$ cat src/rtl/ysyx_23060191_idu_pkg.sv
// Shared decode definitions for the IDU: opcode/funct3 constants, ALU codes,
// decoded-entry layout and skid-buffer states.
package ysyx_23060191_idu_pkg;

   localparam logic [6:0] TYPE_I       = 7'b0010011;
   localparam logic [6:0] TYPE_R       = 7'b0110011;
   localparam logic [6:0] TYPE_S       = 7'b0100011;
   localparam logic [6:0] TYPE_B       = 7'b1100011;
   localparam logic [6:0] TYPE_U_LUI   = 7'b0110111;
   localparam logic [6:0] TYPE_U_AUIPC = 7'b0010111;
   localparam logic [6:0] TYPE_J       = 7'b1101111;
   localparam logic [6:0] TYPE_JALR    = 7'b1100111;
   localparam logic [6:0] TYPE_LOAD    = 7'b0000011;
   localparam logic [6:0] TYPE_SYS     = 7'b1110011;

   localparam logic [2:0] FUNC3_ADD_SUB = 3'b000;
   localparam logic [2:0] FUNC3_SLL     = 3'b001;
   localparam logic [2:0] FUNC3_SLT     = 3'b010;
   localparam logic [2:0] FUNC3_SLTU    = 3'b011;
   localparam logic [2:0] FUNC3_XOR     = 3'b100;
   localparam logic [2:0] FUNC3_SR      = 3'b101;
   localparam logic [2:0] FUNC3_OR      = 3'b110;
   localparam logic [2:0] FUNC3_AND     = 3'b111;

   localparam logic [6:0]  FUNC7_BASE  = 7'b0000000;
   localparam logic [6:0]  FUNC7_ALT   = 7'b0100000;
   localparam logic [31:0] INST_EBREAK = 32'h0010_0073;

   typedef enum logic [3:0] {
      ALU_ADD   = 4'd0,
      ALU_SUB   = 4'd1,
      ALU_SLL   = 4'd2,
      ALU_SLT   = 4'd3,
      ALU_SLTU  = 4'd4,
      ALU_XOR   = 4'd5,
      ALU_SRL   = 4'd6,
      ALU_SRA   = 4'd7,
      ALU_OR    = 4'd8,
      ALU_AND   = 4'd9,
      ALU_PASSB = 4'd10
   } alu_op_e;

   typedef struct packed {
      logic [31:0] imm;
      logic [4:0]  rs1;
      logic [4:0]  rs2;
      logic [4:0]  rd;
      alu_op_e     alu_op;
      logic        src1_pc;
      logic        src2_imm;
      logic        wen;
      logic        illegal;
      logic        ebreak;
   } dec_t;

   typedef enum logic [1:0] {
      S_EMPTY = 2'd0,
      S_ONE   = 2'd1,
      S_TWO   = 2'd2
   } buf_state_e;

   // funct7[5] means SUB only on register-register ops, SRA on both classes.
   function automatic alu_op_e alu_from_f3(input logic [2:0] f3, input logic alt,
                                           input logic is_reg);
      alu_op_e op;
      case (f3)
         FUNC3_ADD_SUB: op = (alt && is_reg) ? ALU_SUB : ALU_ADD;
         FUNC3_SLL:     op = ALU_SLL;
         FUNC3_SLT:     op = ALU_SLT;
         FUNC3_SLTU:    op = ALU_SLTU;
         FUNC3_XOR:     op = ALU_XOR;
         FUNC3_SR:      op = alt ? ALU_SRA : ALU_SRL;
         FUNC3_OR:      op = ALU_OR;
         default:       op = ALU_AND;
      endcase
      return op;
   endfunction

endpackage

$ cat src/rtl/ysyx_23060191_idu_dec.sv
// Combinational RV32I instruction decoder. Define YSYX_23060191_RV32E_EN to
// restrict register indices to x0..x15 (higher indices decode as illegal).
module ysyx_23060191_idu_dec
   import ysyx_23060191_idu_pkg::*;
(
   input  logic [31:0] inst_i,
   output dec_t        dec_o
);

   logic [6:0]  opcode;
   logic [2:0]  f3;
   logic [6:0]  f7;
   logic [31:0] imm_i, imm_s, imm_b, imm_u, imm_j;

   assign opcode = inst_i[6:0];
   assign f3     = inst_i[14:12];
   assign f7     = inst_i[31:25];
   assign imm_i  = {{20{inst_i[31]}}, inst_i[31:20]};
   assign imm_s  = {{20{inst_i[31]}}, inst_i[31:25], inst_i[11:7]};
   assign imm_b  = {{19{inst_i[31]}}, inst_i[31], inst_i[7], inst_i[30:25], inst_i[11:8], 1'b0};
   assign imm_u  = {inst_i[31:12], 12'b0};
   assign imm_j  = {{11{inst_i[31]}}, inst_i[31], inst_i[19:12], inst_i[20], inst_i[30:21], 1'b0};

   logic        use_rs1, use_rs2, use_rd;
   logic        ill, ebrk, s1pc, s2imm;
   logic [31:0] imm;
   alu_op_e     alu;

   always_comb begin
      use_rs1 = 1'b0;
      use_rs2 = 1'b0;
      use_rd  = 1'b0;
      ill     = 1'b0;
      ebrk    = 1'b0;
      s1pc    = 1'b0;
      s2imm   = 1'b0;
      imm     = '0;
      alu     = ALU_ADD;
      case (opcode)
         TYPE_R: begin
            use_rs1 = 1'b1;
            use_rs2 = 1'b1;
            use_rd  = 1'b1;
            alu     = alu_from_f3(f3, f7[5], 1'b1);
            ill     = !((f7 == FUNC7_BASE) ||
                        (f7 == FUNC7_ALT && (f3 == FUNC3_ADD_SUB || f3 == FUNC3_SR)));
         end
         TYPE_I: begin
            use_rs1 = 1'b1;
            use_rd  = 1'b1;
            s2imm   = 1'b1;
            imm     = imm_i;
            alu     = alu_from_f3(f3, f7[5], 1'b0);
            if (f3 == FUNC3_SLL) ill = (f7 != FUNC7_BASE);
            if (f3 == FUNC3_SR)  ill = (f7 != FUNC7_BASE) && (f7 != FUNC7_ALT);
         end
         TYPE_U_LUI: begin
            use_rd = 1'b1;
            s2imm  = 1'b1;
            imm    = imm_u;
            alu    = ALU_PASSB;
         end
         TYPE_U_AUIPC: begin
            use_rd = 1'b1;
            s1pc   = 1'b1;
            s2imm  = 1'b1;
            imm    = imm_u;
         end
         TYPE_J: begin
            use_rd = 1'b1;
            s1pc   = 1'b1;
            s2imm  = 1'b1;
            imm    = imm_j;
         end
         TYPE_JALR: begin
            use_rs1 = 1'b1;
            use_rd  = 1'b1;
            s2imm   = 1'b1;
            imm     = imm_i;
         end
         TYPE_LOAD: begin
            use_rs1 = 1'b1;
            use_rd  = 1'b1;
            s2imm   = 1'b1;
            imm     = imm_i;
            ill     = (f3 == 3'b011) || (f3 == 3'b110) || (f3 == 3'b111);
         end
         TYPE_S: begin
            use_rs1 = 1'b1;
            use_rs2 = 1'b1;
            s2imm   = 1'b1;
            imm     = imm_s;
            ill     = f3[2] || (f3 == 3'b011);
         end
         TYPE_B: begin
            use_rs1 = 1'b1;
            use_rs2 = 1'b1;
            imm     = imm_b;
            case (f3[2:1])
               2'b00:   alu = ALU_SUB;
               2'b10:   alu = ALU_SLT;
               2'b11:   alu = ALU_SLTU;
               default: ill = 1'b1;
            endcase
         end
         TYPE_SYS: begin
            if (inst_i == INST_EBREAK) ebrk = 1'b1;
            else                       ill  = 1'b1;
         end
         default: ill = 1'b1;
      endcase
      if (inst_i[1:0] != 2'b11) ill = 1'b1;
`ifdef YSYX_23060191_RV32E_EN
      if ((use_rs1 && inst_i[19]) || (use_rs2 && inst_i[24]) || (use_rd && inst_i[11]))
         ill = 1'b1;
`endif

      // Illegal encodings collapse to an all-zero entry flagged illegal.
      dec_o = '0;
      if (ill) begin
         dec_o.illegal = 1'b1;
      end else begin
         dec_o.imm      = imm;
         dec_o.rs1      = use_rs1 ? inst_i[19:15] : 5'd0;
         dec_o.rs2      = use_rs2 ? inst_i[24:20] : 5'd0;
         dec_o.rd       = use_rd  ? inst_i[11:7]  : 5'd0;
         dec_o.alu_op   = alu;
         dec_o.src1_pc  = s1pc;
         dec_o.src2_imm = s2imm;
         dec_o.wen      = use_rd && (inst_i[11:7] != 5'd0);
         dec_o.ebreak   = ebrk;
      end
   end

endmodule

$ cat src/rtl/ysyx_23060191_idu.sv
// Pipelined RV32I decode stage: decoder followed by a two-entry skid buffer
// (main + skid register). YSYX_23060191_RV32E_EN selects the 16-register file.
module ysyx_23060191_idu
   import ysyx_23060191_idu_pkg::*;
#(
   parameter int unsigned XLEN     = 32,
   parameter int unsigned ALU_OP_W = 4
) (
   input  logic                clk,
   input  logic                rst_n,
   input  logic                flush,
   input  logic                in_valid,
   output logic                in_ready,
   input  logic [31:0]         in_inst,
   input  logic [XLEN-1:0]     in_pc,
   output logic                out_valid,
   input  logic                out_ready,
   output logic [XLEN-1:0]     out_pc,
   output logic [XLEN-1:0]     out_imm,
   output logic [4:0]          out_rs1_addr,
   output logic [4:0]          out_rs2_addr,
   output logic [4:0]          out_rd_addr,
   output logic [ALU_OP_W-1:0] out_alu_op,
   output logic                out_src1_pc,
   output logic                out_src2_imm,
   output logic                out_wen,
   output logic                out_illegal,
   output logic                out_ebreak
);

   dec_t            dec;
   buf_state_e      state_q, state_d;
   dec_t            main_q, main_d, skid_q, skid_d;
   logic [XLEN-1:0] main_pc_q, main_pc_d, skid_pc_q, skid_pc_d;
   logic            in_fire, out_fire;

   ysyx_23060191_idu_dec u_dec (
      .inst_i (in_inst),
      .dec_o  (dec)
   );

   assign in_ready  = (state_q != S_TWO);
   assign out_valid = (state_q != S_EMPTY);
   assign in_fire   = in_valid && in_ready;
   assign out_fire  = out_valid && out_ready;

   always_comb begin
      state_d   = state_q;
      main_d    = main_q;
      main_pc_d = main_pc_q;
      skid_d    = skid_q;
      skid_pc_d = skid_pc_q;
      case (state_q)
         S_EMPTY: begin
            if (in_fire) begin
               main_d    = dec;
               main_pc_d = in_pc;
               state_d   = S_ONE;
            end
         end
         S_ONE: begin
            if (in_fire && out_fire) begin
               main_d    = dec;
               main_pc_d = in_pc;
            end else if (out_fire) begin
               state_d = S_EMPTY;
            end else if (in_fire) begin
               skid_d    = dec;
               skid_pc_d = in_pc;
               state_d   = S_TWO;
            end
         end
         S_TWO: begin
            if (out_fire) begin
               main_d    = skid_q;
               main_pc_d = skid_pc_q;
               state_d   = S_ONE;
            end
         end
         default: state_d = S_EMPTY;
      endcase
      // Data may still load on a flush edge, but it is never presented.
      if (flush) state_d = S_EMPTY;
   end

   always_ff @(posedge clk or negedge rst_n) begin
      if (!rst_n) begin
         state_q   <= S_EMPTY;
         main_q    <= '0;
         skid_q    <= '0;
         main_pc_q <= '0;
         skid_pc_q <= '0;
      end else begin
         state_q   <= state_d;
         main_q    <= main_d;
         skid_q    <= skid_d;
         main_pc_q <= main_pc_d;
         skid_pc_q <= skid_pc_d;
      end
   end

   assign out_pc       = main_pc_q;
   assign out_imm      = XLEN'($signed(main_q.imm));
   assign out_rs1_addr = main_q.rs1;
   assign out_rs2_addr = main_q.rs2;
   assign out_rd_addr  = main_q.rd;
   assign out_alu_op   = ALU_OP_W'(main_q.alu_op);
   assign out_src1_pc  = main_q.src1_pc;
   assign out_src2_imm = main_q.src2_imm;
   assign out_wen      = main_q.wen;
   assign out_illegal  = main_q.illegal;
   assign out_ebreak   = main_q.ebreak;

endmodule

$ cat config.mk
export PLATFORM = sky130hd
export DESIGN_NAME = ysyx_23060191_idu
export DESIGN_NICKNAME = d
export VERILOG_FILES = /design/src/rtl/ysyx_23060191_idu_pkg.sv /design/src/rtl/ysyx_23060191_idu_dec.sv /design/src/rtl/ysyx_23060191_idu.sv
export SDC_FILE = /design/constraint.sdc
export NUM_CORES = 1
export LEC_CHECK = 0
export ABC_AREA = 1
export BUFFER_PORTS_ARGS = -buffer_cell sky130_fd_sc_hd__buf_2
export CAP_MARGIN = 5
export CELL_PAD_IN_SITES_DETAIL_PLACEMENT = 0
export CELL_PAD_IN_SITES_GLOBAL_PLACEMENT = 1
export CORE_ASPECT_RATIO = 0.9
export CORE_MARGIN = 8
export CORE_UTILIZATION = 30
export CTS_BUF_LIST = sky130_fd_sc_hd__clkbuf_8
export DETAILED_ROUTE_END_ITERATION = 6
export PLACE_DENSITY_LB_ADDON = 0.1
export SETUP_SLACK_MARGIN = 0.02
export SYNTH_ARGS = -nofsm -noshare
export SYNTH_HDL_FRONTEND = slang
export SYNTH_SLANG_ARGS = --single-unit
$ cat constraint.sdc
create_clock -name clk -period 1.9 [get_ports clk]
set_clock_uncertainty 0.2 [all_clocks]
set_input_delay 0.19 -clock clk [delete_from_list [all_inputs] [get_ports clk]]
set_output_delay 0.19 -clock clk [all_outputs]
set_load 0.05 [all_outputs]
# After elaboration in Yosys (flattened, before gate mapping)
# Index checks and enable logic that the tools add are counted.
[totals]
ff_bits = 178
in_bits = 69
[classes]
n_eq_ne = 33
n_mux = 41
n_bitwise = 2
reduce_logical = 32
[ops]
columns = ["op", "count"]
rows = [
  ["56-bit 2-to-1 mux", 3],
  ["56-bit case mux with 3 select lines", 1],
  ["32-bit case mux with 5 select lines", 1],
  ["32-bit 2-to-1 mux", 3],
  ["32-bit case mux with 3 select lines", 1],
  ["4-bit case mux with 7 select lines", 2],
  ["54-bit 2-to-1 mux", 1],
  ["32-bit by 21-bit equality test with 1-bit output (second input constant)", 1],
  ["7-bit by 6-bit equality test with 1-bit output (second input constant)", 4],
  ["7-bit equality test (second input constant)", 4],
  ["1-bit 2-to-1 mux", 16],
  ["4-bit case mux with 4 select lines", 1],
  ["5-bit 2-to-1 mux", 3],
  ["7-bit by 5-bit equality test with 1-bit output (second input constant)", 2],
  ["7-bit OR reduction", 2],
  ["3-bit equality test (second input constant)", 4],
  ["2-bit 2-to-1 mux", 6],
  ["4-bit AND reduction", 3],
  ["2-bit inequality test (second input constant)", 5],
  ["3-bit inequality test (second input constant)", 3],
  ["3-bit case mux with 3 select lines", 1],
  ["3-bit OR reduction", 3],
  ["7-bit by 2-bit equality test with 1-bit output (second input constant)", 1],
  ["7-bit zero test", 1],
  ["21 further kinds", 36],
]

# Longest topological paths before layout
# Gate-level depths: netlist (run 1).
[depth]
ltp_word = 10
mapped_depth = 14
depth_no_buf = 13

# By module
# Synthesis (run 1) repeated with hierarchy kept, for this count alone.
[hier_totals]
hier_cells = 1233
area_unflattened_um2 = 9226.3
[by_module_without_submodules]
columns = ["mod", "n_inst", "cells_per_inst", "area_per_inst_um2", "seq_area_each_um2"]
rows = [
  ["ysyx_23060191_idu", 1, 966, 7833.8, 4454.3],
  ["ysyx_23060191_idu_dec", 1, 267, 1392.6, 0.0],
]

# Least setup slack after synthesis (run 1)
# OpenSTA, ideal clock, no wires.
[synth_timing]
kind = "reg-to-reg"
from = "reg state_q[0]"
to = "reg main_q, in the netlist out_imm[12]"
setup_time_ps = 118
arrival_ps = 1714
required_time_ps = 1582
setup_slack_ps = -132
stages_incl_launch_ff = 10
synth_period_minus_slack_ps = 2032
path_cell_list = "dfrtp_1 inv_1 nand2_1 nand2_1 nand2_1 clkbuf_1 clkbuf_1 nor2_1 nand2_1 nand2_1"
[synth_between]
elab_chain_len = 5
word_cells_on_any_way = 14
[synth_lines]
columns = ["element", "line", "source"]
rows = [
  ["start, declared", "ysyx_23060191_idu.sv:32", "buf_state_e state_q, state_d;"],
  ["start signal, assigned", "ysyx_23060191_idu.sv:94", "state_q <= state_d;"],
  ["2-bit nonzero test *", "ysyx_23060191_idu.sv:43", "assign out_valid = (state_q != S_EMPTY);"],
  ["via out_valid", "ysyx_23060191_idu.sv:16", "output logic out_valid,"],
  ["1-bit logical AND *", "ysyx_23060191_idu.sv:45", "assign out_fire = out_valid && out_ready;"],
  ["1-bit logical AND", "ysyx_23060191_idu.sv:62", "if (in_fire && out_fire) begin"],
  ["2-bit inequality test (no source line)", "-", ""],
  ["4-bit AND reduction (no source line) *", "-", ""],
  ["end signal, assigned", "ysyx_23060191_idu.sv:95", "main_q <= main_d;"],
  ["end, declared", "ysyx_23060191_idu.sv:33", "dec_t main_q, main_d, skid_q, skid_d;"],
]
# The timed path passes the listed nets; every way through them passes the cells marked *.
# A chain may end at the register's enable or synchronous reset.

# Worst setup path after layout (run 1)
[layout_timing]
from = "reg state_q[1]"
to = "out in_ready"
[layout_between]
elab_chain_len = 1
[layout_lines]
columns = ["element", "line", "source"]
rows = [
  ["2-bit inequality test", "ysyx_23060191_idu.sv:42", "assign in_ready = (state_q != S_TWO);"],
  ["end, declared", "ysyx_23060191_idu.sv:13", "output logic in_ready,"],
]
# Every way passes these cells.

==> impl_metrics.toml, run 1 <==
[hold_path]
hold_path_end = "skid_q[10]"
hp-class = "in -> reg"
hold_path_depth = 6
hold_path_startpoint = "in_inst[8]"

[finish]
final_util_pct = 40.8
nets = 1536
drive_gt1_share_pct = 21.3
area_growth_pct = 35.5

[synthesis]
synth_commonest_cells = "540 x nand2_1, 197 x nor2_1, 178 x dfrtp_1, 50 x o21ai_1, 49 x clkbuf_1"
synth_top_area_cell = "dfrtp_1"
syn_area_mm2 = 0.00863
synth_ff_type = "dfrtp_1"
synthCells = 1198
syn-num-nets = 1267
syn_avg_cell_area_um2 = 7.20
netlist_top_cells_area = "dfrtp_1 52%, nand2_1 23%, nor2_1 8.6%"
synth_top_area_share_pct = 51.6
async_flop_share_pct = 100
synth_enable_flop_cells = 0
ys_seq_elements = 178
synth_most_common_cell = "nand2_1"
yosys_warnings = 0
ys_seq_area_share_pct = 51.6
synthDistinctLibCells = 26

[sta]
slew_violations = 0
finalCritPeriodShare_pct = 95.7
max-slew-margin-rel_pct = 69.0
fmax_mhz = 550
setup-violations-final = 0
setup_tns_ps = 0
hold_viol_final = 0
rsz0062_at_grt = "true"
tightestPinTransition_ps = 466
min_period_ps = 1820

[detailed_routing]
wl_met3_mm = 1.21
vias = 8281
drt_iter0_markers = 509
met2_length_mm = 12.7
routedWlPerCell_um = 15.9
drt_pre_antenna_iters = 5
postRouteAntennaNets = 0
drc = 0
topRoutingLayerUsed = "met5"
wirelength_mm = 29.3
viasPerCell = 4.49
wl_met1_mm = 15.0

[global_route]
antenna_found_initial = 2
track_usage_pct = 17.1
grt_start_max_net_pins = 57
grt_pass1_vias = 8156
grt_pass1_wl_mm = 46.9
grt_overflow = 0

[floorplanning]
initial_core_util_pct = 30.1
fp.dieH_um = 177
die_w_um = 195
dieArea_mm2 = 0.0345
io_pins = 159
rows = 59
core_mm2 = 0.0286

[power_and_ir_drop]
internal-power_uw = 8800
p_leak_uw = 0.00641
p_sw_uw = 8030
powerDensity_mw_per_mm2 = 1440
peakVddDrop_mv = 0.871
comb_power_share_pct = 48.0
pwr-share-clk_pct = 18.0
pwr-share-seq_pct = 34.0
swShare_pct = 47.7

[clocking]
cts-root-buf = "clkbuf_8"
cts_tree = "yes"
cts_buffer_depth = 2
path_clk_slew_ps = 90
clk_latency_ps = 470
cts_inserted_buffers = 17
htreeDepth = 4
cts_num_sinks = 178

[worst_setup_path]
r2r_start = "state_q[1]"
cp.required_ps = 1510
cp_cell_sequence = "inv_2, nor2_4, clkinv_4, buf_16, buf_12"
crit_path_start = "state_q[1]"
r2r_end = "out_rs2_addr[0]"
cp_top_family = "buffers and inverters"
path_max_fanout = 4
cpPeakStageDelay_ps = 380
cp_slowest_cell = "dfrtp_1"
start_kind = "flip-flop"
reg2reg_slack_ps = 120
cp.buffers_inverters = 4
worstPathArrival_ps = 1430
critPathKind = "reg -> out"
worstSetupEndpointType = "primary output"
reg2regPathDepth = 10

[status]
status = "complete, no violations"

[flow_run]
cap_violations = 0

[place]
dp_hpwl_mm = 19.7
gp_congestion = 0.796
io_buffers = 158
## registers in the layout, summed over array words and instances, names as in the netlist, 4 cells and up
| signal | count |
|---|---|
| out_rs1_addr | 5 |
| skid_pc_q | 32 |
| out_rd_addr | 5 |
| out_alu_op | 4 |
| out_imm | 32 |
| out_rs2_addr | 5 |
| skid_q | 56 |
| out_pc | 32 |
## logic make-up after synthesis
kind of cell,synth area share [%]
flops,51.6
compound gates,8.79
simple gates,34.2
buf+inv,5.36
## through the flow
step / setup WS [ps] / instances / area (um2) / power, uW / hold WS [ps]
global placement: -298 / 1753 / 10500 / 13600 / -37.4
detailed placement: -310 / 1753 / 10500 / 13600 / -38.1
finish: 81.8 / 1846 / 11700 / 16800 / 54.4
CTS: 20.4 / 1840 / 11600 / 17000 / 0.801
floorplan: 22.1 / 1198 / 8630 / 11300 / -306
global route: -3.18 / 1845 / 11700 / 18000 / 31.5
## timing repair
item                                    4_1_cts  5_1_grt
pin swaps                                     0        3
hold buffers                                 51        0
resized for setup                             4       13
buffers inserted                              3        4
endpoints found under the setup margin        1       88
cloned                                        2        1
endpoints found under the hold margin       258        0
## worst reg2reg max path: cells and delay by family (launching register included)
kind	cells	cell delay [ps]
and+or+nand+nor	5	430
buffers and inverters	5	680
DFF	1	380
## cell usage in the layout, fill, tap and decap left out, types with 5 or more instances in the layout
master         instances
dfrtp_1              178
dlygate4sd3_1         50
nand2_1              537
a31oi_1               33
nand2_2                5
inv_2                  5
nor2_4                 5
o21ai_1               51
buf_2                156
buf_12                15
a21oi_1                7
buf_4                 87
bufinv_16              5
inv_1                 44
clkbuf_8              20
nand3_1               15
nor2_1               195
o21ai_0               44
## worst max-delay path by stage
stage	to	slack (ps)	cells after the start
2_1_floorplan	out_imm[0]	20	9
3_3_place_gp	out_imm[21]	-300	15
6_report	in_ready	80	5
3_5_place_dp	skid_q[45]	-310	13
5_1_grt	in_ready	-3	5
4_1_cts	in_ready	20	4
## power groups by stage
stage	clock network [uW]	registers, uW	logic (uW)
floorplan	0	8840	2440
CTS	3160	5740	8090
detailed placement	0	5790	7790
global route	3300	5900	8770
global placement	0	5790	7780
finish	3040	5720	8070
## final cells by class
| class | instances | area, um2 |
|---|---|---|
| diodes | 1 | 2.50 |
| multi-input cells | 908 | 3750 |
| well taps | 366 | 458 |
| inverters | 48 | 190 |
| clock buffers | 19 | 262 |
| repair buffers | 314 | 2380 |
| clock inverters | 12 | 190 |
| flip-flops and latches | 178 | 4450 |
| fillers | 3058 | 17000 |
## layer usage
layer | up-vias | global-route usage (%)
li1 | 4267 | -
met1 | 3835 | 25.1
met2 | 153 | 25.4
met3 | 22 | 3.59
met4 | 4 | 4.04
met5 | - | 0
(Power assumes the default switching activity.)
==> run 2: changes to the inputs <==
==> constraint.sdc (replaced) <==
create_clock -name clk -period 2 [get_ports clk]
set_clock_uncertainty 0.2 [all_clocks]
set_input_delay 0.2 -clock clk [delete_from_list [all_inputs] [get_ports clk]]
set_output_delay 0.2 -clock clk [all_outputs]
set_load 0.05 [all_outputs]
==> impl_metrics.toml, run 2 (synthesized netlist as in run 1, its figures left out) <==
[detailed_routing]
wirelength_mm = 28.2
drc = 0
drt_pre_antenna_iters = 5
drt_iter0_markers = 584
vias = 8186
routedWlPerCell_um = 15.5
viasPerCell = 4.51
postRouteAntennaNets = 0

[power_and_ir_drop]
swShare_pct = 49.6
pwr-share-seq_pct = 35.3
pwr-share-clk_pct = 17.3
peakVddDrop_mv = 0.875
p_leak_uw = 0.00614
powerDensity_mw_per_mm2 = 1370
comb_power_share_pct = 47.4
internal-power_uw = 7770
p_sw_uw = 7650
power_uw = 15400

[sta]
rsz0062_at_grt = "false"
setup_tns_ps = 0
setup-violations-final = 0
setup_ws_ps = 147
hold_viol_final = 0
timing.hold.ws_ps = 41.7
max-slew-margin-rel_pct = 52.5
fmax_mhz = 540
min_period_ps = 1850
tightestPinTransition_ps = 713
slew_violations = 0
finalCritPeriodShare_pct = 92.7

[global_route]
grt_overflow = 0
grt_start_max_net_pins = 143
grt_pass1_wl_mm = 45.8
antenna_found_initial = 2
track_usage_pct = 16.6
grt_pass1_vias = 8035

[worst_setup_path]
cp.required_ps = 1600
worstSetupEndpointType = "primary output"
start_kind = "flip-flop"
cp_cell_sequence = "inv_2, nor2_4, inv_4, buf_6, buf_8"
worstPathArrival_ps = 1450
cpPeakStageDelay_ps = 430
cp_slowest_cell = "dfrtp_1"
reg2reg_slack_ps = 150
critPathKind = "reg -> out"
path_max_fanout = 10

[clocking]
cts-root-buf = "clkbuf_8"
clk_latency_ps = 460
cts_buffer_depth = 2
cts_num_sinks = 178
path_clk_slew_ps = 100
cts_inserted_buffers = 17
htreeDepth = 4
cts_tree = "yes"

[finish]
drive_gt1_share_pct = 20.2
layout_common_cells = "538 x nand2_1, 195 x nor2_1, 178 x dfrtp_1, 156 x buf_2, 71 x buf_4"
antenna_cells = 0
largest_reg_flops = 56
nets = 1504
regMostFlops = "skid_q"
final_cell_count_no_fill = 1814
area_growth_pct = 30.0
seq_area_mm2 = 0.00445
final_common_cell = "nand2_1"
n_fill_cell = 3142
multi_input_area_mm2 = 0.00373

[floorplanning]
initial_core_util_pct = 30.1
rows = 59
die_w_um = 195
dieArea_mm2 = 0.0345
core_mm2 = 0.0286
fp.dieH_um = 177
io_pins = 159

[hold_path]
hp-class = "in -> reg"

[status]
status = "complete, no violations"

[place]
pre_cts_slack_ps = -156
gp_congestion = 0.834
io_buffers = 158
dp_cells = 1740
dp_hpwl_mm = 19.4

[flow_run]
cap_violations = 0
run 2: changes by cell type in the layout (fill, tap and decap cells not counted), sizes merged, moves of 2 or more:
cell         change
clkinv           +3
bufinv           -3
buf             -21
dlygate4sd3      -8
bufbuf           -2
run 2: area by class of cell:
cell class / count / area share (%)
repair buffers: 282 / 17.6
multi-input cells: 908 / 33.3
clock buffers: 19 / 2.33
clock inverters: 13 / 1.34
inverters: 48 / 1.65
flip-flops and latches: 178 / 39.7
well taps: 366 / 4.08
run 2: metal layers:
layer	routed length [um]	global-route usage (%)	vias to the layer above
met2	12300	24.5	154
met4	261	3.06	2
met3	1290	4.05	15
li1	-	-	4194
met5	10	0	-
met1	14400	24.5	3821
run 2: repair_timing:
action                                  in CTS  in global routing
endpoints found under the setup margin       1                  1
endpoints found under the hold margin      250                  0
hold buffers                                42                  0
buffers inserted                             0                  0
gates resized for setup                      2                  2
pin swaps                                    0                  0
run 2: critical path: cells and delay by family, from the launching register on:
kind,cells,cell delay [ps]
buffers and inverters,4,510
flip-flops,1,430
AND/OR/NAND/NOR,1,50
run 2: stage by stage:
step	cell area [um2]	util, %
after detailed placement	10400	36.2
final	11200	39.2
after global routing	11200	39.2
after CTS	11200	39.1
after floorplan	8630	-
after global placement	10400	36.2
run 2: power by group through the flow:
stage	Clock, uW	Combinational (uW)	Sequential (uW)
finish	2670	7300	5440
global route	2940	7940	5620
CTS	2800	7430	5470
detailed placement	0	7340	5520
global placement	0	7330	5510
floorplan	0	2320	8400
run 2: path summary, 6_finish.rpt:
check / from / to / depth (start not counted)
max in group asynchronous: rst_n / skid_q[30] / 3
worst min register to register: skid_pc_q[21] / skid_pc_q[21] / 2
worst max register to register: state_q[1] / skid_q[22] / 7
min in group asynchronous: rst_n / out_imm[7] / 3
worst min-delay path: in_inst[17] / skid_q[21] / 6
worst max-delay path: state_q[1] / in_ready / 5
